File: config.mk
export PLATFORM = sky130hd
export DESIGN_NAME = fetch_queue_flat
export DESIGN_NICKNAME = d
export VERILOG_FILES = /design/src/rtl/fetch_queue_if.sv /design/src/rtl/fetch_queue.sv /design/src/flat_wrapper.sv
export SDC_FILE = /design/constraint.sdc
export NUM_CORES = 1
export LEC_CHECK = 0
export ABC_AREA = 1
export CORE_MARGIN = 8
export CORE_UTILIZATION = 25
export DETAILED_ROUTE_END_ITERATION = 12
export PLACE_DENSITY = 0.46
export SYNTH_ARGS = -nofsm -noshare
export SYNTH_HDL_FRONTEND = slang
export SYNTH_SLANG_ARGS = --single-unit
File: constraint.sdc
create_clock -name clk -period 13.3 [get_ports clk]
set_input_delay 2.66 -clock clk [delete_from_list [all_inputs] [get_ports clk]]
set_output_delay 2.66 -clock clk [all_outputs]
set_load 0.05 [all_outputs]
File: src/rtl/fetch_queue_if.sv
// Fetch queue bus: IF PC control, instruction cache port and ID-stage handoff.
// The fetch_queue drives through the master modport; the environment uses slave.
interface fetch_queue_if;
  logic [31:0] pc_in;
  logic        flush;
  logic        load_pc;
  logic        inst_read;
  logic [31:0] inst_addr;
  logic        inst_resp;
  logic [31:0] inst_rdata;
  logic        id_ready;
  logic        id_valid;
  logic [31:0] id_pc;
  logic [31:0] id_instr;

  modport master (
    input  pc_in, flush, inst_resp, inst_rdata, id_ready,
    output load_pc, inst_read, inst_addr, id_valid, id_pc, id_instr
  );

  modport slave (
    output pc_in, flush, inst_resp, inst_rdata, id_ready,
    input  load_pc, inst_read, inst_addr, id_valid, id_pc, id_instr
  );
endinterface

File: src/rtl/fetch_queue.sv
// Instruction fetch queue: one outstanding I-cache request feeding a DEPTH-entry FIFO toward ID.
// Optional same-cycle response bypass to ID when FETCH_QUEUE_BYPASS_EN is defined.
module fetch_queue #(
  parameter int DEPTH = 2
) (
  input logic           clk,
  input logic           rst,
  fetch_queue_if.master bus
);

  localparam int          AW       = $clog2(DEPTH);
  localparam logic [AW:0] FULL_CNT = (AW+1)'(DEPTH);

  typedef enum logic [1:0] {
    ST_IDLE = 2'd0,
    ST_WAIT = 2'd1,
    ST_DROP = 2'd2
  } state_t;

  state_t        r_state;
  logic [31:0]   r_req_pc;
  logic [AW:0]   r_count;
  logic [AW-1:0] r_head;
  logic [AW-1:0] r_tail;
  logic [31:0]   r_pc_mem  [DEPTH];
  logic [31:0]   r_ins_mem [DEPTH];

  logic w_issue;
  logic w_accept;
  logic w_bypass;
  logic w_push;
  logic w_pop;
  logic w_qvalid;

  function automatic logic [AW-1:0] next_ptr(input logic [AW-1:0] p);
    if (p == AW'(DEPTH-1)) begin
      next_ptr = {AW{1'b0}};
    end else begin
      next_ptr = p + AW'(1);
    end
  endfunction

  // Issue/accept/push/pop decisions for the current cycle
  always_comb begin
    w_issue  = (r_state == ST_IDLE) && (r_count != FULL_CNT) && !bus.flush;
    w_accept = (r_state == ST_WAIT) && bus.inst_resp && !bus.flush;
`ifdef FETCH_QUEUE_BYPASS_EN
    w_bypass = w_accept && (r_count == {(AW+1){1'b0}}) && bus.id_ready;
`else
    w_bypass = 1'b0;
`endif
    w_push   = w_accept && !w_bypass;
    w_qvalid = (r_count != {(AW+1){1'b0}}) && !bus.flush;
    w_pop    = w_qvalid && bus.id_ready;
  end

  // Output decode; everything is forced to zero while reset is held
  always_comb begin
    bus.inst_read = 1'b0;
    bus.inst_addr = 32'h0000_0000;
    bus.load_pc   = 1'b0;
    bus.id_valid  = 1'b0;
    bus.id_pc     = 32'h0000_0000;
    bus.id_instr  = 32'h0000_0000;
    if (rst) begin
      bus.inst_read = 1'b0;
    end else begin
      bus.inst_read = w_issue || (r_state != ST_IDLE);
      if (w_issue) begin
        bus.inst_addr = bus.pc_in;
      end else if (r_state != ST_IDLE) begin
        bus.inst_addr = r_req_pc;
      end else begin
        bus.inst_addr = 32'h0000_0000;
      end
      bus.load_pc = w_accept || bus.flush;
      if (w_bypass) begin
        bus.id_valid = 1'b1;
        bus.id_pc    = r_req_pc;
        bus.id_instr = bus.inst_rdata;
      end else begin
        bus.id_valid = w_qvalid;
        bus.id_pc    = r_pc_mem[r_head];
        bus.id_instr = r_ins_mem[r_head];
      end
    end
  end

  // Request FSM: a response always closes the request, squashed or not
  always_ff @(posedge clk or posedge rst) begin
    if (rst) begin
      r_state  <= ST_IDLE;
      r_req_pc <= 32'h0000_0000;
    end else begin
      case (r_state)
        ST_IDLE: begin
          if (w_issue) begin
            r_state  <= ST_WAIT;
            r_req_pc <= bus.pc_in;
          end else begin
            r_state  <= ST_IDLE;
          end
        end
        ST_WAIT: begin
          if (bus.inst_resp) begin
            r_state <= ST_IDLE;
          end else if (bus.flush) begin
            r_state <= ST_DROP;
          end else begin
            r_state <= ST_WAIT;
          end
        end
        ST_DROP: begin
          if (bus.inst_resp) begin
            r_state <= ST_IDLE;
          end else begin
            r_state <= ST_DROP;
          end
        end
        default: begin
          r_state <= ST_IDLE;
        end
      endcase
    end
  end

  // Circular buffer storage and pointers; flush empties the queue without touching entries
  always_ff @(posedge clk or posedge rst) begin
    if (rst) begin
      r_count <= {(AW+1){1'b0}};
      r_head  <= {AW{1'b0}};
      r_tail  <= {AW{1'b0}};
      for (int i = 0; i < DEPTH; i++) begin
        r_pc_mem[i]  <= 32'h0000_0000;
        r_ins_mem[i] <= 32'h0000_0000;
      end
    end else if (bus.flush) begin
      r_count <= {(AW+1){1'b0}};
      r_head  <= {AW{1'b0}};
      r_tail  <= {AW{1'b0}};
    end else begin
      if (w_push) begin
        r_pc_mem[r_tail]  <= r_req_pc;
        r_ins_mem[r_tail] <= bus.inst_rdata;
        r_tail            <= next_ptr(r_tail);
      end else begin
        r_tail <= r_tail;
      end
      if (w_pop) begin
        r_head <= next_ptr(r_head);
      end else begin
        r_head <= r_head;
      end
      if (w_push && !w_pop) begin
        r_count <= r_count + (AW+1)'(1);
      end else if (!w_push && w_pop) begin
        r_count <= r_count - (AW+1)'(1);
      end else begin
        r_count <= r_count;
      end
    end
  end

endmodule

File: src/flat_wrapper.sv
// flat-port wrapper written by rule: the top's interface ports become plain ports
module fetch_queue_flat 
#(
  parameter int DEPTH = 2
)
  (clk, rst, bus_pc_in, bus_flush, bus_inst_resp, bus_inst_rdata, bus_id_ready, bus_load_pc, bus_inst_read, bus_inst_addr, bus_id_valid, bus_id_pc, bus_id_instr);
  fetch_queue_if bus_i ();
  input logic clk;
  input logic rst;
  input wire logic [$bits(bus_i.pc_in)-1:0] bus_pc_in;
  input wire logic [$bits(bus_i.flush)-1:0] bus_flush;
  input wire logic [$bits(bus_i.inst_resp)-1:0] bus_inst_resp;
  input wire logic [$bits(bus_i.inst_rdata)-1:0] bus_inst_rdata;
  input wire logic [$bits(bus_i.id_ready)-1:0] bus_id_ready;
  output wire logic [$bits(bus_i.load_pc)-1:0] bus_load_pc;
  output wire logic [$bits(bus_i.inst_read)-1:0] bus_inst_read;
  output wire logic [$bits(bus_i.inst_addr)-1:0] bus_inst_addr;
  output wire logic [$bits(bus_i.id_valid)-1:0] bus_id_valid;
  output wire logic [$bits(bus_i.id_pc)-1:0] bus_id_pc;
  output wire logic [$bits(bus_i.id_instr)-1:0] bus_id_instr;
  assign bus_i.pc_in = bus_pc_in;
  assign bus_i.flush = bus_flush;
  assign bus_i.inst_resp = bus_inst_resp;
  assign bus_i.inst_rdata = bus_inst_rdata;
  assign bus_i.id_ready = bus_id_ready;
  assign bus_load_pc = bus_i.load_pc;
  assign bus_inst_read = bus_i.inst_read;
  assign bus_inst_addr = bus_i.inst_addr;
  assign bus_id_valid = bus_i.id_valid;
  assign bus_id_pc = bus_i.id_pc;
  assign bus_id_instr = bus_i.id_instr;
  fetch_queue #(.DEPTH(DEPTH)) u_core (.clk(clk), .rst(rst), .bus(bus_i));
endmodule
==> results_dict.tcl <==
set metrics [dict create \
    yosysWarnings 0 \
    max_cap_violations 0 \
    grt_max_degree 123 \
    min_path_cells 2 \
    htree_levels 4 \
    power_mw 2.41 \
    die_height_microns 189 \
    synth_xor_area_share_pct 0 \
    start_kind "input port" \
    powerDensity_mw_per_mm2 242 \
    cp_max_fo 122 \
    period_minus_slack_ps 8140 \
    endpoint_kind "primary output" \
    hold_path_end "u_core.r_pc_mem[37]" \
    clockBufferDepth 2 \
    synth-compound-area-share_pct 17.7 \
    slew_violations 0 \
    clk_latency_ps 420 \
    dp_cells 1421 \
    rsz0062_at_grt "no" \
    drtIter0Drc 492 \
    setup_viol 0 \
    num_antenna_cells 0 \
    ir_worst_vdd_uv 69.2 \
    antenna_found_initial 0 \
    cp.required_ps 10640 \
    dp.final_hpwl_microns 13800 \
    post-route-period-util_pct 61.2 \
    synth_mux_area_share_pct 0 \
    synth_seq_cells 166 \
    numPortBuffers 167 \
    cts_buffers 17 \
    cts_setup_buffers 0 \
    grt_pass1_wl_microns 36400 \
    syn_inst 917 \
    critPathArrivalTime_ps 5480 \
    leakage_nw 4.58 \
    fin_ws_ps 5160 \
    grt_overflow_total 0 \
    track_usage_pct 12.6 \
    cts.sink_count 166 \
    timing.setup.tns_ps 0 \
    cts_resized 0 \
    clkTransAtPathRegs_ps 70 \
    fin_cells 1453 \
    die_w_microns 189 \
    synth_area_sq_mm 0.00744 \
    r2r_end "u_core.r_pc_mem[29]" \
    synth_top_family_by_area "simple AND/OR/NAND/NOR gates" \
    hold_violations 0 \
    initial_core_util_pct 25.2 \
    rows 63 \
    status "complete, no violations" \
    routedWlPerCell_microns 15.2 \
    viasPerCell 4.39 \
    ctsHoldBuffers 0 \
    synthSimpleGateAreaFrac_pct 18.3 \
    fin_nets 1119 \
    fmax_mhz 123 \
    reg2reg_from "u_core.r_state[0]" \
    syn_to_final_growth_pct 33.3 \
    core_area_sq_mm 0.0295 \
    vias 6382 \
    dr.pass1.iters 4 \
    dieArea_sq_mm 0.0356 \
    place_congestion 0.712 \
    ant_nets 0 \
    worstHoldStart "u_core.r_pc_mem[37]" \
    finClkSkew_ps 10.5 \
    hold_class "register to register" \
    cts_tree "yes" \
    wl_microns 22100 \
    pre_cts_slack_ps 5000 \
    drive_gt1_share_pct 4.80 \
    nFillCells 3167 \
    reg2reg_slack_ps 11150 \
    drc_errors 0 \
    synth_cell_type_count 22 \
    io_pins 168 \
    slew_headroom_pct 43.2 \
    worst-setup-path-type "input port to primary output" \
    grt_pass1_vias 6574 \
    synth_fa_ha_area_share_pct 0 \
    tightest_slew_ps 853 \
    ys_seq_area_share_pct 55.8 \
    synth.net_count 986 \
    r2r_cells 6 \
    synth.avg_cell_area_sq_um 8.12 \
    cts-root-buf "clkbuf_16" \
]
-- synth_stat cells (all sizes together) --
master | n | share of area, %
buf | 37 | 3.1
o21bai | 1 | 0.10
o21ai | 226 | 15
nand2 | 210 | 11
nor3 | 2 | 0.13
dfrtp | 166 | 56
inv | 75 | 3.8
a21oi | 34 | 2.3
nand3 | 7 | 0.61
o31ai | 1 | 0.10
clkbuf | 24 | 1.2
nand4 | 2 | 0.17
nor2 | 132 | 6.8
-- sequential cells by signal, indices dropped and copies added, names as in the netlist --
register	flops
u_core.r_count	2
u_core.r_head	1
u_core.r_ins_mem	64
u_core.r_pc_mem	64
u_core.r_req_pc	32
u_core.r_state	2
u_core.r_tail	1
-- cell families after synthesis --
kind of cell    Yosys count
compound gates          262
buf+inv                 136
flops                   166
simple gates            353
-- per-stage QoR --
step,cell area (sq um),util [%],hold slack (ps)
after floorplan,7440,-,454
after global placement,9350,31.7,466
after detailed placement,9350,31.7,474
after CTS,9920,33.7,490
after global routing,9920,33.7,498
final,9920,33.7,483
-- layer usage --
metal | vias to the layer above | share of wire (%) | track usage, %
li1 | 3218 | - | -
met5 | - | 0 | 0
met1 | 3022 | 50 | 17.1
met4 | 0 | 0.66 | 3.16
met2 | 131 | 43 | 19.2
met3 | 11 | 6.3 | 3.99
-- cell usage in the layout, fill, tap and decap left out, drive strengths merged --
cell type,n
nor3,2
nand3,7
o31ai,1
inv,82
o21bai,1
nand4,2
clkinvlp,1
dfrtp,166
buf,9
clkinv,4
clkdlybuf4s50,166
o21ai,226
clkbuf,20
nand2,210
nor2,132
a21oi,34
-- power breakdown --
group          switching, mW  internal (mW)
sequential             0.126          0.746
combinational          0.711          0.341
clock                  0.224          0.257
total                   1.06           1.34
-- how the worst max path moves through the flow --
| stage | startpoint | endpoint | slack, ps | depth (start not counted) |
|---|---|---|---|---|
| 6_report | rst | bus_id_pc[9] | 5160 | 7 |
| 2_1_floorplan | rst | bus_id_instr[22] | 4400 | 6 |
| 5_1_grt | rst | bus_id_instr[13] | 4700 | 7 |
| 4_1_cts | rst | bus_id_instr[6] | 5000 | 7 |
| 3_3_place_gp | rst | bus_id_instr[11] | 5010 | 7 |
| 3_5_place_dp | rst | bus_id_instr[6] | 5000 | 7 |
-- worst max-delay path, cell delays in order --
cell and delay (ps):
buf_2 90, buf_4 280, inv_8 530, buf_4 620, o21ai_0 170, nor2_1 140
clkdlybuf4s50_1 830
-- layout make-up --
| cell class | count | area, sq um | area share, % |
|---|---|---|---|
| clock buffer | 20 | 457 | 4.60 |
| multi-input combinational | 615 | 2690 | 27.1 |
| tap | 390 | 488 | 4.92 |
| inverter | 75 | 292 | 2.94 |
| timing repair buffer | 175 | 1730 | 17.4 |
| clock inverter | 12 | 111 | 1.12 |
| sequential | 166 | 4160 | 41.9 |
(Power assumes the default switching activity.)
